`src/rtl/denorm_pkg.sv`:
```
// Shared types and Q-format constants for the denormalize datapath.
package denorm_pkg;

  localparam int unsigned DEF_WIDTH = 32;
  localparam int unsigned DEF_FRAC  = 30;
  localparam int unsigned CNT_W     = $clog2(DEF_WIDTH);

  localparam logic [DEF_WIDTH-1:0] ONE     = 32'h4000_0000;
  localparam logic [DEF_WIDTH-1:0] SAT_MAX = 32'h7FFF_FFFF;
  localparam logic [DEF_WIDTH-1:0] SAT_MIN = 32'h8000_0000;

  typedef enum logic [1:0] {IDLE, MUL, FIN, DONE} state_t;
  typedef enum logic [1:0] {COMP_X, COMP_Y, COMP_Z} comp_t;

endpackage

```
`src/rtl/denormalize_mult.sv`:
```
// Sign-magnitude shift-add multiplier: load, WIDTH accumulate cycles, then one
// cycle with a valid, saturated fixed-point product.
module seq_fix_mult
  import denorm_pkg::*;
#(
  parameter int WIDTH      = DEF_WIDTH,
  parameter int FRAC_WIDTH = DEF_FRAC
) (
  input  logic                    clk,
  input  logic                    rst,
  input  logic                    i_load,
  input  logic signed [WIDTH-1:0] i_a,
  input  logic signed [WIDTH-1:0] i_b,
  output logic                    o_last,
  output logic                    o_valid,
  output logic signed [WIDTH-1:0] o_result,
  output logic                    o_sat
);

  localparam int unsigned CW = $clog2(WIDTH);
  localparam logic [WIDTH-1:0]   POS_LIM = {1'b0, {(WIDTH-1){1'b1}}};
  localparam logic [WIDTH-1:0]   NEG_LIM = {1'b1, {(WIDTH-1){1'b0}}};
  localparam logic [2*WIDTH-1:0] MAG_POS = {{WIDTH{1'b0}}, POS_LIM};
  localparam logic [2*WIDTH-1:0] MAG_NEG = {{WIDTH{1'b0}}, NEG_LIM};

  logic [2*WIDTH-1:0] r_acc, r_a_sh;
  logic [WIDTH-1:0]   r_b_sh;
  logic [CW-1:0]      r_cnt;
  logic               r_neg, r_run, r_fin;

  logic [WIDTH-1:0]   w_a_mag, w_b_mag, w_low;
  logic [2*WIDTH-1:0] w_shift;

  // Most negative input maps to 2^(WIDTH-1) as an unsigned magnitude.
  assign w_a_mag = i_a[WIDTH-1] ? WIDTH'(-i_a) : WIDTH'(i_a);
  assign w_b_mag = i_b[WIDTH-1] ? WIDTH'(-i_b) : WIDTH'(i_b);

  assign o_last  = r_run && (r_cnt == CW'(WIDTH-1));
  assign o_valid = r_fin;

  always_ff @(posedge clk or posedge rst) begin
    if (rst) begin
      r_acc  <= '0;
      r_a_sh <= '0;
      r_b_sh <= '0;
      r_cnt  <= '0;
      r_neg  <= 1'b0;
      r_run  <= 1'b0;
      r_fin  <= 1'b0;
    end else if (i_load) begin
      r_acc  <= '0;
      r_a_sh <= {{WIDTH{1'b0}}, w_a_mag};
      r_b_sh <= w_b_mag;
      r_cnt  <= '0;
      r_neg  <= i_a[WIDTH-1] ^ i_b[WIDTH-1];
      r_run  <= 1'b1;
      r_fin  <= 1'b0;
    end else if (r_run) begin
      if (r_b_sh[0]) r_acc <= r_acc + r_a_sh;
      r_a_sh <= r_a_sh << 1;
      r_b_sh <= r_b_sh >> 1;
      r_cnt  <= r_cnt + 1'b1;
      if (o_last) begin
        r_run <= 1'b0;
        r_fin <= 1'b1;
      end
    end else begin
      r_fin <= 1'b0;
    end
  end

  assign w_shift = r_acc >> FRAC_WIDTH;
  assign w_low   = w_shift[WIDTH-1:0];

  always_comb begin
    o_sat    = r_neg ? (w_shift > MAG_NEG) : (w_shift > MAG_POS);
    o_result = r_neg ? -w_low : w_low;
    if (o_sat) o_result = r_neg ? NEG_LIM : POS_LIM;
  end

endmodule

```
`src/rtl/denormalize.sv`:
```
// Rebuilds (x,y,z) = n*length with one shared sequential multiplier.
// Optional DENORM_ZERO_BYPASS_EN: lengths with |length| < EPS finish at once with zeros.
module denormalize
  import denorm_pkg::*;
#(
  parameter int WIDTH      = 32,
  parameter int FRAC_WIDTH = 30
`ifdef DENORM_ZERO_BYPASS_EN
  , parameter int EPS      = 1024
`endif
) (
  input  logic                    clk,
  input  logic                    rst,
  input  logic                    start,
  input  logic signed [WIDTH-1:0] nx,
  input  logic signed [WIDTH-1:0] ny,
  input  logic signed [WIDTH-1:0] nz,
  input  logic signed [WIDTH-1:0] length,
  output logic                    busy,
  output logic                    done,
  output logic signed [WIDTH-1:0] x,
  output logic signed [WIDTH-1:0] y,
  output logic signed [WIDTH-1:0] z,
  output logic                    overflow
);

  state_t                  r_state;
  comp_t                   r_comp;
  logic signed [WIDTH-1:0] r_ny, r_nz, r_len, r_x, r_y, r_z;
  logic                    r_busy, r_done, r_ovf, r_sticky;

  logic                    w_load, w_last, w_valid, w_sat;
  logic signed [WIDTH-1:0] w_a, w_b, w_res;

`ifdef DENORM_ZERO_BYPASS_EN
  logic [WIDTH-1:0] w_len_mag;
  logic             w_small;
  assign w_len_mag = length[WIDTH-1] ? WIDTH'(-length) : WIDTH'(length);
  assign w_small   = w_len_mag < WIDTH'(EPS);
`endif

  // x is loaded straight from the ports on acceptance; y and z from the captured copies.
  always_comb begin
    w_load = 1'b0;
    w_a    = nx;
    w_b    = r_len;
    if (r_state == IDLE) begin
      w_load = start;
      w_b    = length;
    end else if (r_state == FIN && r_comp != COMP_Z) begin
      w_load = 1'b1;
      w_a    = (r_comp == COMP_X) ? r_ny : r_nz;
    end
  end

  seq_fix_mult #(
    .WIDTH      (WIDTH),
    .FRAC_WIDTH (FRAC_WIDTH)
  ) u_mult (
    .clk      (clk),
    .rst      (rst),
    .i_load   (w_load),
    .i_a      (w_a),
    .i_b      (w_b),
    .o_last   (w_last),
    .o_valid  (w_valid),
    .o_result (w_res),
    .o_sat    (w_sat)
  );

  always_ff @(posedge clk or posedge rst) begin
    if (rst) begin
      r_state  <= IDLE;
      r_comp   <= COMP_X;
      r_ny     <= '0;
      r_nz     <= '0;
      r_len    <= '0;
      r_x      <= '0;
      r_y      <= '0;
      r_z      <= '0;
      r_busy   <= 1'b0;
      r_done   <= 1'b0;
      r_ovf    <= 1'b0;
      r_sticky <= 1'b0;
    end else begin
      case (r_state)
        IDLE: if (start) begin
          r_ny     <= ny;
          r_nz     <= nz;
          r_len    <= length;
          r_comp   <= COMP_X;
          r_sticky <= 1'b0;
`ifdef DENORM_ZERO_BYPASS_EN
          if (w_small) begin
            r_x     <= '0;
            r_y     <= '0;
            r_z     <= '0;
            r_ovf   <= 1'b0;
            r_done  <= 1'b1;
            r_state <= DONE;
          end else
`endif
          begin
            r_busy  <= 1'b1;
            r_state <= MUL;
          end
        end
        MUL: if (w_last) r_state <= FIN;
        FIN: if (w_valid) begin
          case (r_comp)
            COMP_X:  r_x <= w_res;
            COMP_Y:  r_y <= w_res;
            default: r_z <= w_res;
          endcase
          r_sticky <= r_sticky | w_sat;
          if (r_comp != COMP_Z) begin
            r_comp  <= (r_comp == COMP_X) ? COMP_Y : COMP_Z;
            r_state <= MUL;
          end else begin
            r_ovf   <= r_sticky | w_sat;
            r_busy  <= 1'b0;
            r_done  <= 1'b1;
            r_state <= DONE;
          end
        end
        default: begin
          r_done  <= 1'b0;
          r_state <= IDLE;
        end
      endcase
    end
  end

  assign busy     = r_busy;
  assign done     = r_done;
  assign x        = r_x;
  assign y        = r_y;
  assign z        = r_z;
  assign overflow = r_ovf;

endmodule
```
`config.mk`:
```
export PLATFORM = sky130hd
export DESIGN_NAME = denormalize
export DESIGN_NICKNAME = d
export VERILOG_FILES = /design/src/rtl/denorm_pkg.sv /design/src/rtl/denormalize_mult.sv /design/src/rtl/denormalize.sv
export SDC_FILE = /design/constraint.sdc
export NUM_CORES = 1
export LEC_CHECK = 0
export ABC_CLOCK_PERIOD_IN_PS = 13200
export BUFFER_PORTS_ARGS = -buffer_cell sky130_fd_sc_hd__buf_2
export CORE_UTILIZATION = 60
export CTS_CLUSTER_DIAMETER = 30
export CTS_CLUSTER_SIZE = 20
export DETAILED_ROUTE_END_ITERATION = 10
export PLACE_DENSITY_LB_ADDON = 0.1
export SYNTH_ARGS = -nofsm -noshare
export SYNTH_HDL_FRONTEND = slang
export SYNTH_SLANG_ARGS = --single-unit
```
`constraint.sdc`:
```
create_clock -name clk -period 13.2 [get_ports clk]
set_input_delay 1.98 -clock clk [delete_from_list [all_inputs] [get_ports clk]]
set_output_delay 1.98 -clock clk [all_outputs]
set_load 0.01 [all_outputs]
```
* Yosys cells after proc, flatten, opt, wreduce, memory -nomap -nowiden *
Cells that the tools add are included.

word-level totals
  memories = 0
  output and inout bits = 99
  bits in writable memories = 0
  bits in latches = 0
  register bits = 368
  input bits = 131
  word-level logic and storage cells = 109
  bits in read-only memories = 0

cells by class
  $lt $le $gt $ge = 2
  $mul = 0
  add/subtract/negate cells = 5
  eq/ne operators = 11
  mux-type cells = 47
  div/mod/pow operators = 0
  reduce and logical (&&, ||, !) cells = 20
  bitwise gates (word level) = 5
  shift-type cells = 0

operators by type and width
  operator                                                                           count
  32-bit two-way mux                                                                 11
  64-bit two-way mux                                                                 5
  32-bit negator                                                                     3
  64-bit adder                                                                       1
  34-bit by 31-bit greater-than comparator with 1-bit output, second input constant  1
  34-bit by 32-bit greater-than comparator with 1-bit output, second input constant  1
  3-bit AND reduction                                                                7
  1-bit two-way mux                                                                  16
  2-bit two-way mux                                                                  8
  5-bit two-way mux                                                                  2
  4-bit AND reduction                                                                2
  2-bit by 1-bit != test with 1-bit output, second input constant                    3
  2-bit != test, second input constant                                               3
  1-bit case mux with 2 select lines                                                 3
  2-bit case mux with 3 select lines                                                 1
  2-bit nonzero test                                                                 3
  5-bit by 1-bit adder with 5-bit output, second input constant                      1
  5-bit equality test, second input constant                                         1
  2-bit by 1-bit equality test with 1-bit output, second input constant              2
  2-bit logical NOT                                                                  2
  2-bit case mux with 2 select lines                                                 1
  2-bit AND reduction                                                                2
  2-bit OR reduction                                                                 2
  3-bit by 1-bit != test with 1-bit output, second input constant                    1
  5 further kinds                                                                    8

* Depth between registers and ports, before layout *
  depth after elaboration = 7
  depth in mapped cells = 17
  gate-level depth less buffers = 13

* Cells and area by module *
A second synthesis with hierarchy kept.

second synthesis, totals
  cell total of the unflattened synthesis = 2,142
  area, all modules = 21,718.3 sq um

modules (own cells, without submodules)
  module        area an instance (sq um)  instances  cells each
  seq_fix_mult  13,003.7                  1          1,584
  denormalize   8,714.6                   1          558

* Worst setup path before layout *
No wires, ideal clock.

  path type = input port to flip-flop
  from = in nx[6]
  to = reg u_mult.r_a_sh[25]
  data required time = 13,123 ps
  library setup time = 77 ps
  data arrival time = 4,059 ps
  stages = 9
  path slack = 9,063 ps
  cells stage by stage = or3_1 > or3_1 > a211oi_2 > and4_1 > nand2_1 > nor3_1 > a21oi_1 > xor2_1 > a21oi_1

between the ends
  word-level cells in the longest chain between the ends = 5

RTL lines
  what                    line                    RTL
  start, declared         denormalize.sv:15       input logic signed [WIDTH-1:0] nx,
  32-bit two-way mux      denormalize.sv:50       end else if (r_state == FIN && r_comp != COMP_Z) begin
  32-bit two-way mux (*)  denormalize.sv:47       if (r_state == IDLE) begin
  32-bit negator (*)      denormalize_mult.sv:35  assign w_a_mag = i_a[WIDTH-1] ? WIDTH'(-i_a) : WIDTH'(i_a);
  32-bit two-way mux (*)  denormalize_mult.sv:35
  64-bit two-way mux (*)  denormalize_mult.sv:50  end else if (i_load) begin
  end signal, assigned    denormalize_mult.sv:52  r_a_sh <= {{WIDTH{1'b0}}, w_a_mag};
  end signal, assigned    denormalize_mult.sv:60  r_a_sh <= r_a_sh << 1;
  end, declared           denormalize_mult.sv:26  logic [2*WIDTH-1:0] r_acc, r_a_sh;

Mark *: on every way between the ends. The rest lies on a longest branch, timed or not.
A chain may end at the register's enable or synchronous reset.

* Worst setup path after layout *
  from = in start
  to = reg u_mult.r_acc[62]

between the ends
  word-level cells in the longest chain between the ends = 3
  elaborated cells between the ends (all ways) = 5
  classes of those cells = 2 x mux; 3 x reduce/logical

RTL lines
  what                                  line                    RTL
  start, declared                       denormalize.sv:14       input logic start,
  1-bit two-way mux (*)                 denormalize.sv:47
  2-bit nonzero test (no source line)   n/a
  2-bit AND reduction (no source line)  n/a
  end signal, assigned                  denormalize_mult.sv:59  if (r_b_sh[0]) r_acc <= r_acc + r_a_sh;
  end, declared                         denormalize_mult.sv:26

Marked as above.

==> flow_summary.json <==
{
  "status": "complete, no violations",
  "die_w_um": 192,
  "r2r_end": "u_mult.r_acc[62]",
  "synth_edf_count": 0,
  "fillers": 2698,
  "utilization_pct": 72.3,
  "wl_mm": 58.7,
  "grt_pass1_wl_mm": 95.5,
  "numCtsBuffers": 77,
  "multi_input_area_um2": 11700,
  "rsz0062_at_grt": "no",
  "cts_tree": "yes",
  "crit-reg2reg-launch": "r_state[0]",
  "synth_seq_cells": 368,
  "power_leakage_nw": 12.6,
  "crit_path_start_kind": "primary input",
  "async_reset_ff_share_pct": 100,
  "drtIter0Drc": 1129,
  "grt_use_total_pct": 32.7,
  "crit_arrival_ps": 5160,
  "cts_max_level": 3,
  "post-route-period-util_pct": 35.7,
  "most-common-layout-cells": "580 x nand2_1, 367 x dfrtp_1, 279 x a21oi_1, 229 x buf_2, 220 x nor2_1",
  "clockBufferDepth": 3,
  "grt_max_degree": 170,
  "crit_type": "primary input to register",
  "core_area_um2": 35500,
  "setup_viol": 0,
  "antenna_cells": 0,
  "cts.sinks": 368,
  "min_path_cells": 2,
  "relSlewSlack_pct": 23.4,
  "cts_resized": 0,
  "hold_violations": 0,
  "antenna_found_initial": 2,
  "tns_ps": 0,
  "seq_area_frac_synth_pct": 42.7,
  "drive_above_1_share_pct": 15.9,
  "slew_violations": 0,
  "critPathMaxFanout": 101,
  "wl_per_cell_um": 18.0,
  "grt-ovfl-total": 0,
  "synthDistinctLibCells": 78,
  "worst_slew_pin_slew_ps": 1130,
  "netlist_instances": 2565,
  "hold_buffers": 0,
  "dieHeight_um": 192,
  "clock_skew_ps": 22.4,
  "drv_cap": 0,
  "ys.flop_type": "dfrtp_1",
  "syn_area_per_cell_um2": 8.41,
  "seq_area_um2": 9210,
  "syn_area_um2": 21600,
  "vdd_drop_max_uv": 143,
  "worstPathRequired_ps": 13650,
  "drt_pass1_iterations": 5,
  "core.rowCount": 69,
  "ant_nets": 0,
  "place_inst": 3120,
  "min_from": "r_ny[15]",
  "ios": 230,
  "power.density_nw_per_um2": 244,
  "whs_endpoint": "r_ny[15]",
  "vias_per_cell": 5.91,
  "grt_pass1_vias": 18947,
  "nets": 2938,
  "hpwlAfterDp_mm": 39.5,
  "layout_min_cycle_time_ps": 4710,
  "die_area_um2": 36700,
  "timing.fmax_ghz": 0.212,
  "start_util_pct": 60.8,
  "end_kind": "register",
  "reg2reg_slack_ps": 8670,
  "yosysWarnings": 0,
  "gp_congestion": 0.914,
  "post_cts_buffers": 0,
  "layout.cells.non_filler": 3257,
  "final_common_cell": "nand2_1",
  "clock_insertion_delay_worst_skew_ps": 590,
  "hold_path_class": "register to register",
  "worst_r2r_path_depth": 9,
  "io_buffers": 229,
  "root_buffer": "clkbuf_16",
  "drc": 0,
  "clk_pin_slew_worst_paths_ps": 50,
  "timing.hold.ws_ps": 472,
  "areaGrowthSynthToFinish_pct": 18.9,
  "via_count": 19240,
  "syn_nets": 2765
}
Yosys cell counts (all sizes together) (12+ instances only):
library cell | number | area share, %
mux2i | 121 | 5.6
a21o | 29 | 1.0
ha | 68 | 3.9
nor3 | 52 | 1.2
nor2 | 227 | 4.0
buf | 30 | 0.69
a211oi | 23 | 0.82
clkbuf | 121 | 2.1
a21oi | 308 | 7.7
o21a | 12 | 0.42
nand4 | 20 | 0.61
dfrtp | 368 | 43
or3 | 25 | 0.77
xnor2 | 100 | 4.1
o31ai | 17 | 0.62
inv | 29 | 0.50
o21ai | 159 | 3.7
a31oi | 27 | 0.78
nand2 | 583 | 10
xor2 | 33 | 1.3
nand3 | 33 | 0.77
and3 | 13 | 0.38
nor2b | 12 | 0.35
and2 | 23 | 0.67
registers in the layout (all words and copies together) (netlist names):
name,cells
r_ny,32
x,32
u_mult.r_run,1
u_mult.r_cnt,5
overflow,1
r_nz,32
r_comp,2
busy,1
u_mult.r_neg,1
y,32
u_mult.r_a_sh,64
r_len,32
u_mult.o_valid,1
z,32
r_sticky,1
r_state,2
u_mult.r_acc,64
u_mult.r_b_sh,32
done,1
critical path, stage by stage:
cell and delay, ps:
buf_2 120, nand2_4 560, nand2_4 1040, buf_4 740
nor2_1 320, a22oi_1 260, nand3_1 90
worst max path at each step:
stage | to | slack, ps | cells after the start | start
floorplan | busy | 1000 | 1 | rst
global placement | u_mult.r_acc[62] | 7940 | 7 | start
detailed placement | u_mult.r_acc[62] | 7900 | 7 | start
CTS | u_mult.r_acc[62] | 8490 | 7 | start
global route | u_mult.r_acc[45] | 8180 | 7 | start
finish | u_mult.r_acc[62] | 8490 | 7 | start
kinds of logic (layout without fill, tap and decap cells):
family	after synthesis	count (layout)	synth area share, %
flip-flops	368	368	42.7
XOR/XNOR	133	133	5.40
AND/OR/NAND/NOR	1042	1042	20.7
AO/OA/AOI/OAI	643	643	17.8
multiplexers	129	129	6.03
adder cells (fa/ha/maj)	69	69	4.04
buffers and inverters	181	412	3.34
area by class of cell:
type | count | share of cell area, %
inverter | 30 | 0.488
timing repair buffer | 245 | 4.99
tap | 461 | 2.25
clock inverter | 41 | 2.26
clock buffer | 96 | 8.40
sequential | 368 | 35.9
multi-input combinational | 2016 | 45.7
report_power, final:
part	leakage, nW	internal, W	switching, W
registers	4.70	0.00147	0.000338
logic	6.61	0.000962	0.00148
clock network	1.31	0.00139	0.000625
total	12.6	0.00383	0.00244
per-stage QoR:
stage / instance area (um^2) / setup slack (ps) / total power, W
floorplan: 21600 / 1000 / 0.00358
global placement: 22900 / 7940 / 0.00414
detailed placement: 22900 / 7900 / 0.00420
CTS: 25600 / 8490 / 0.00627
global route: 25600 / 8180 / 0.00666
finish: 25600 / 8490 / 0.00626
layer usage:
metal	wire length, um	GRT usage, %	share of wire, %	vias up
met1	23800	38.8	41	9188
li1	-	-	-	9247
met2	28500	55.5	48	620
met3	3110	5.99	5.3	183
met5	8	0	0.014	-
met4	3300	18.9	5.6	2
Power figures use the tool's default switching activity.
